**src/rtl/traffic_sensor_conditioner.sv**
```systemverilog
// traffic_sensor_conditioner: synchronise, debounce and gap-extend two vehicle detectors, counting arrivals per street.
module tsc_channel #(
    parameter int DEB_CYCLES = 4,
    parameter int GAP_CYCLES = 8,
    parameter int CNT_W      = 8
) (
    input  logic             clk,
    input  logic             reset,
    input  logic             raw,
    input  logic             clr_cnt,
    output logic             occ,
    output logic [CNT_W-1:0] cnt
);
    localparam int DW = $clog2(DEB_CYCLES + 1);
    localparam int GW = $clog2(GAP_CYCLES + 1);
    localparam logic [DW-1:0] DEB_LAST = DW'(DEB_CYCLES - 1);
    localparam logic [GW-1:0] GAP_LAST = GW'(GAP_CYCLES - 1);
    typedef enum logic [1:0] {IDLE, OCC, GAP} state_t;
    state_t           state_q, state_d;
    logic             s1_q, s2_q, deb_q, deb_d, flip, arrive;
    logic [DW-1:0]    ctr_q, ctr_d;
    logic [GW-1:0]    tmr_q, tmr_d;
    logic [CNT_W-1:0] cnt_q, cnt_d;
    always_comb begin
        flip   = (s2_q != deb_q) && (ctr_q == DEB_LAST);
        arrive = flip && s2_q;
        deb_d  = flip ? s2_q : deb_q;
        ctr_d  = (s2_q == deb_q || flip) ? '0 : ctr_q + 1'b1;
        cnt_d  = clr_cnt ? CNT_W'(arrive) : (arrive && cnt_q != '1) ? cnt_q + 1'b1 : cnt_q;
    end
    always_comb begin
        state_d = state_q;
        tmr_d   = tmr_q;
        case (state_q)
            IDLE: if (deb_q) state_d = OCC;
            OCC: if (!deb_q) begin
                state_d = GAP;
                tmr_d   = GAP_LAST;
            end
            GAP: if (deb_q) state_d = OCC;
                 else if (tmr_q == '0) state_d = IDLE;
                 else tmr_d = tmr_q - 1'b1;
            default: state_d = IDLE;
        endcase
    end
    always_ff @(posedge clk) begin
        if (!reset) begin
            s1_q    <= 1'b0;
            s2_q    <= 1'b0;
            deb_q   <= 1'b0;
            ctr_q   <= '0;
            tmr_q   <= '0;
            cnt_q   <= '0;
            state_q <= IDLE;
        end else begin
            s1_q    <= raw;
            s2_q    <= s1_q;
            deb_q   <= deb_d;
            ctr_q   <= ctr_d;
            tmr_q   <= tmr_d;
            cnt_q   <= cnt_d;
            state_q <= state_d;
        end
    end
    assign occ = state_q != IDLE;
    assign cnt = cnt_q;
endmodule

module traffic_sensor_conditioner #(
    parameter int DEB_CYCLES = 4,
    parameter int GAP_CYCLES = 8,
    parameter int CNT_W      = 8
) (
    input  logic             clk,
    input  logic             reset,
    input  logic             raw_a,
    input  logic             raw_b,
    input  logic             clr_cnt,
    output logic             a,
    output logic             b,
    output logic [CNT_W-1:0] cnt_a,
    output logic [CNT_W-1:0] cnt_b
);
    tsc_channel #(.DEB_CYCLES(DEB_CYCLES), .GAP_CYCLES(GAP_CYCLES), .CNT_W(CNT_W)) u_a (
        .clk(clk), .reset(reset), .raw(raw_a), .clr_cnt(clr_cnt), .occ(a), .cnt(cnt_a)
    );
    tsc_channel #(.DEB_CYCLES(DEB_CYCLES), .GAP_CYCLES(GAP_CYCLES), .CNT_W(CNT_W)) u_b (
        .clk(clk), .reset(reset), .raw(raw_b), .clr_cnt(clr_cnt), .occ(b), .cnt(cnt_b)
    );
endmodule

```
**config.mk**
```make
export PLATFORM = sky130hd
export DESIGN_NAME = traffic_sensor_conditioner
export DESIGN_NICKNAME = d
export VERILOG_FILES = /design/src/rtl/traffic_sensor_conditioner.sv
export SDC_FILE = /design/constraint.sdc
export NUM_CORES = 1
export LEC_CHECK = 0
export BUFFER_PORTS_ARGS = -buffer_cell sky130_fd_sc_hd__buf_4
export CAP_MARGIN = 20
export CORE_MARGIN = 4
export CORE_UTILIZATION = 30
export CTS_CLUSTER_SIZE = 14
export DETAILED_ROUTE_END_ITERATION = 8
export GPL_ROUTABILITY_DRIVEN = 0
export GPL_TIMING_DRIVEN = 1
export SLEW_MARGIN = 10
export SYNTH_ARGS = -nofsm -noshare
export SYNTH_HDL_FRONTEND = slang
export SYNTH_HIERARCHICAL = 1
export SYNTH_SLANG_ARGS = --single-unit
```
**constraint.sdc**
```tcl
create_clock -name clk -period 1.7 [get_ports clk]
set_input_delay 0.51 -clock clk [delete_from_list [all_inputs] [get_ports clk]]
set_output_delay 0.51 -clock clk [all_outputs]
set_load 0.01 [all_outputs]
```
# Word-level counts from Yosys, hierarchy flattened
# Cells that the tools add are included.
# word_totals
register_bits,40
in_bits,5
out_inout_bits,18
wordCells,92
# op_classes
add_sub_neg,6
n_eq_ne,22
n_mux,22
bitwise,1
n_reduce_logical,25
# op_table
op,count
$mux 4,6
$add 8x1->8 const B,2
$mux 2,8
$ne 8x8->1 const B,2
$pmux 4 s2,2
$ne 2x2->1 const B,6
$pmux 2 s3,2
$reduce_bool 2->1,6
$logic_not 4->1,2
$reduce_and 4->1,2
$sub 4x1->4 const B,2
$add 3x1->3 const B,2
$eq 3x2->1 const B,2
$logic_and 1x1->1,6
$ne 3x1->1 const B,2
$reduce_and 3->1,2
$reduce_or 2->1,3
$eq 2x1->1 const B,2
$eq 2x2->1 const B,2
$logic_not 2->1,2
$mux 1,4
$ne 2x1->1 const B,2
$eq 1x1->1,2
$logic_or 1x1->1,2
2 further kinds,3

# Longest topological paths before layout
# depth
ltp_word,6
mapped_depth,6
ltp_nobuf,6

# Modules after synthesis
# The synthesis kept the hierarchy.
# modules_own_cells
mod,n_inst,cells_per_inst,area_per_inst_um2,seq_area_each_um2
tsc_channel,2,106,965.9,400.4

# Worst setup path after synthesis
# No wires, ideal clock.
# synth_path
path_kind,register to register
startpoint,register u_a.ctr_q[0]
endpoint,"register u_a.cnt_q[5], in the netlist u_a/cnt[5]"
setup_time_ns,0.070
arrival_time_ns,1.517
required_time_ns,1.630
path_slack_ns,0.113
path_stages_with_launch,7
path_buffers,0
period_less_slack_ns,1.587
path_cell_list,dfxtp_1 ha_1 ha_1 and3b_2 o21ai_2 or4_1 a21oi_1
# synth_between
elab_chain_len,4
# synth_lines
item,line,rtl
"start, declared",21,"logic [DW-1:0] ctr_q, ctr_d;"
"start signal, assigned",59,ctr_q <= ctr_d;
$eq 3x2->1,25,flip = (s2_q != deb_q) && (ctr_q == DEB_LAST);
$logic_and 1x1->1,25,
$logic_and 1x1->1,26,arrive = flip && s2_q;
$logic_and 1x1->1,29,cnt_d = clr_cnt ? CNT_W'(arrive) : (arrive && cnt_q != '1) ? cnt_q + 1'b1 : cnt_q;
"end signal, assigned",61,cnt_q <= cnt_d;
"end, declared",23,"logic [CNT_W-1:0] cnt_q, cnt_d;"
# Every way passes these cells.
# A chain may end at the register's enable or synchronous reset.

# Worst setup path in the final report
# layout_path
startpoint,register u_a.state_q[1]
endpoint,output port a
# layout_between
elab_chain_len,1
# layout_lines
item,line,rtl
"start, declared",19,"state_t state_q, state_d;"
"start signal, assigned",62,state_q <= state_d;
$reduce_bool 2->1,65,assign occ = state_q != IDLE;
"end, declared",79,"output logic a,"
# Every way passes these cells.

==> run metrics <==
htree depth 2; final cycle utilization of the critical path 0.9390; Post-Syn Instances roughly 210; clock network fraction of total power 0.396; Initial Utilization 0.3169; Post-synth ARST share 0; crit path capture type output pin; worst setup path class reg -> out; Post-Syn Area 1932 um2; Logic pwr share 0.029; FF+latch count, synth 40; vias in the first global route about 1500; Min-Delay Endpoint u_a/ctr_q[0]; area leader, netlist dfxtp_1; outcome completed; first drt pass iteration count 5; dpl cell area 2221 um2; Synth cell types 36; relative slew slack 0.7813; Req. time, crit path around 1200 ps; FF-to-FF setup slack around 120 ps; Clock Tree Buf Depth 2; Pint 1291 uW; port buffer count 22; Setup Skew 8.740 ps; Mapped Nets 225; floorplan core area just over 6000 um2; largest net degree at the start of global routing 13; RR Startpoint u_b/ctr_q[0]; Post-synth EDFFs 0; DP Wirelength 2.732 mm; Ys Warns 6; Avg Inst Size Synth 9.113 um2; post-route design area 2326 um2; Iter 0 DRT Violations 44; Seq pwr share 0.575; nets@finish ~260; reg2reg path depth 6; endpoints failing setup 0; ant diodes 0; drt wl/cell 11.89 um; Tightest Hold Check Type reg -> reg; Worst R2R End u_b/cnt[5]; P_leak 0.0009564 uW; first-pass GRT wire length 6.520 mm; share of layout cells above drive strength 1 0.2213; total die area 7787 um2; critical-path cell list nor2_1 > inv_1 > buf_4; Final min period around 1600 ps; CP peak stage delay approximately 390 ps; pins over their slew limit 0; Max stage delay cell, worst path dfxtp_1; Sum Neg Setup Slack 0 ps; CTS tree yes; post-CTS setup buffer count 0; hold_sp u_a/ctr_q[0]; sw frac 0.2187; VDD IR max 0.2483 mV; Clk Latency, worst-skew pair 290 ps; DRC Markers 0; hold buffers post-CTS 0; clk root buf clkbuf_8; DP Cell Count approximately 310; Worst Hold Depth 1; Sink Count 40; final hold vios 0; crit path DAT 1090 ps; Layout Cells excl Fill approximately 320; power per cell area 710.6 nW/um2; Layout area overhead 20.40%; Max-Cap Viols 0; Cell Rows 28; CTS Buf Count 5; register area share after synthesis 0.4145; Top FF cell, synth dfxtp_1; post-DR vias/cell around 5.0; post-route core utilization 0.3816; startpoint types flop; Achievable Freq between 600 and 700 MHz; Die W between 80 and 90 um; Hold Worst Slack 422.7 ps; grt ovf 0; Total GRT Usage 0.1042; routed vias 1604; initial antenna violation count 0; top-area cell type share of the netlist area 0.4145; worst-margin pin slew 327.6 ps; Ports 23; Die Span Y 88.25 um; clock-pin slew on the worst setup and hold paths 80 ps; Post-DRT Antenna Nets 0; Switch Pwr roughly 360 uW; crit path max fanout 8; WL final 3.793 mm; unrepaired setup endpoints after global routing false; synth top area cells dfxtp_1, ha_1, nor2_1
[Yosys cell counts (6+ instances only)]
master,number
o21ai_0,6
a21oi_1,8
and2_1,6
nor3_1,6
xor2_1,6
ha_1,8
nand2_1,8
xnor2_1,8
nand4_1,6
inv_1,16
dfxtp_1,40
clkbuf_1,6
nor2_1,22
[through the flow]
step           setup slack (ps)  total power [uW]
2_1_floorplan             113.0             995.7
3_3_place_gp              148.4              1021
3_5_place_dp              129.4              1021
4_1_cts                   86.81              1681
5_1_grt                   2.925              1728
6_report                  103.7              1653
[flip-flops by register name, summed over array words and instances, names as in the netlist]
register	count
u_b/state_q	2
u_b/deb_q	1
u_a/cnt	8
u_a/state_q	2
u_a/deb_q	1
u_b/cnt	8
u_a/s2_q	1
u_b/ctr_q	3
u_b/s1_q	1
u_b/tmr_q	4
u_a/ctr_q	3
u_b/s2_q	1
u_a/tmr_q	4
u_a/s1_q	1
[worst max-delay path by stage]
stage / start / end / slack (ps) / depth (start not counted)
CTS: u_a/state_q[1] / a / 90 / 3
finish: u_a/state_q[1] / a / 100 / 3
global route: u_b/state_q[1] / b / 3 / 3
global placement: u_a/tmr_q[0] / u_a/tmr_q[1] / 150 / 6
detailed placement: u_a/ctr_q[0] / u_a/cnt[5] / 130 / 6
floorplan: u_a/ctr_q[0] / u_a/cnt[5] / 110 / 6
[worst max-delay path: cells and delay by family (launching register included)]
kind	cells	cell delay, ps
buffers and inverters	2	200
AND/OR/NAND/NOR	1	200
flip-flops	1	390
[cells in the final DEF (no fill, tap or decap), types with 6 or more instances in the layout]
| cell | count |
|---|---|
| nand2_1 | 8 |
| nor3_1 | 6 |
| ha_1 | 8 |
| inv_1 | 16 |
| nor2_1 | 22 |
| nand4_1 | 6 |
| dfxtp_1 | 40 |
| a21oi_1 | 8 |
| buf_4 | 32 |
| clkbuf_8 | 6 |
| and2_1 | 6 |
| xor2_1 | 6 |
| o21ai_0 | 6 |
| xnor2_1 | 8 |
[power groups by stage]
stage / clock network (uW) / logic (uW) / registers (uW)
after floorplan: 0 / 23.4 / 972
after global placement: 0 / 48.2 / 972
after detailed placement: 0 / 48.0 / 973
after CTS: 683 / 48.2 / 950
after global routing: 724 / 52.9 / 952
final: 655 / 47.4 / 950
[kinds of logic (layout without fill, tap and decap cells)]
group / after synthesis / in the layout / share of synthesized area
DFF: 40 / 40 / 0.4145
adders and majority gates: 8 / 8 / 0.05182
AOI/OAI and AO/OA: 40 / 40 / 0.1567
buffers and inverters: 24 / 56 / 0.05440
muxes: 4 / 4 / 0.02073
xor gates and xnor gates: 14 / 14 / 0.06347
and+or+nand+nor: 82 / 82 / 0.2383
[metal layers]
metal | GRT usage | wire [um] | vias to the layer above
met1 | 0.1361 | 1840 | 742
li1 | - | - | 823
met3 | 0.03166 | 188 | 4
met2 | 0.1611 | 1713 | 35
met4 | 0.04121 | 51 | 0
met5 | 0 | 0 | -
[final cells by class]
type                    instances  area, um2
inverters                      16      60.06
multi-input cells             148       1039
clock inverters                 2      10.01
well taps                      75      93.84
flip-flops and latches         40      800.8
repair buffers                 32      240.2
fillers                       644       3770
clock buffers                   6      82.58
[what timing repair did]
action / CTS / global route
endpoints found under the setup margin: 0 / 4
hold endpoints to repair: 0 / 0
gates resized for setup: 0 / 2
Power figures use the tool's default switching activity.
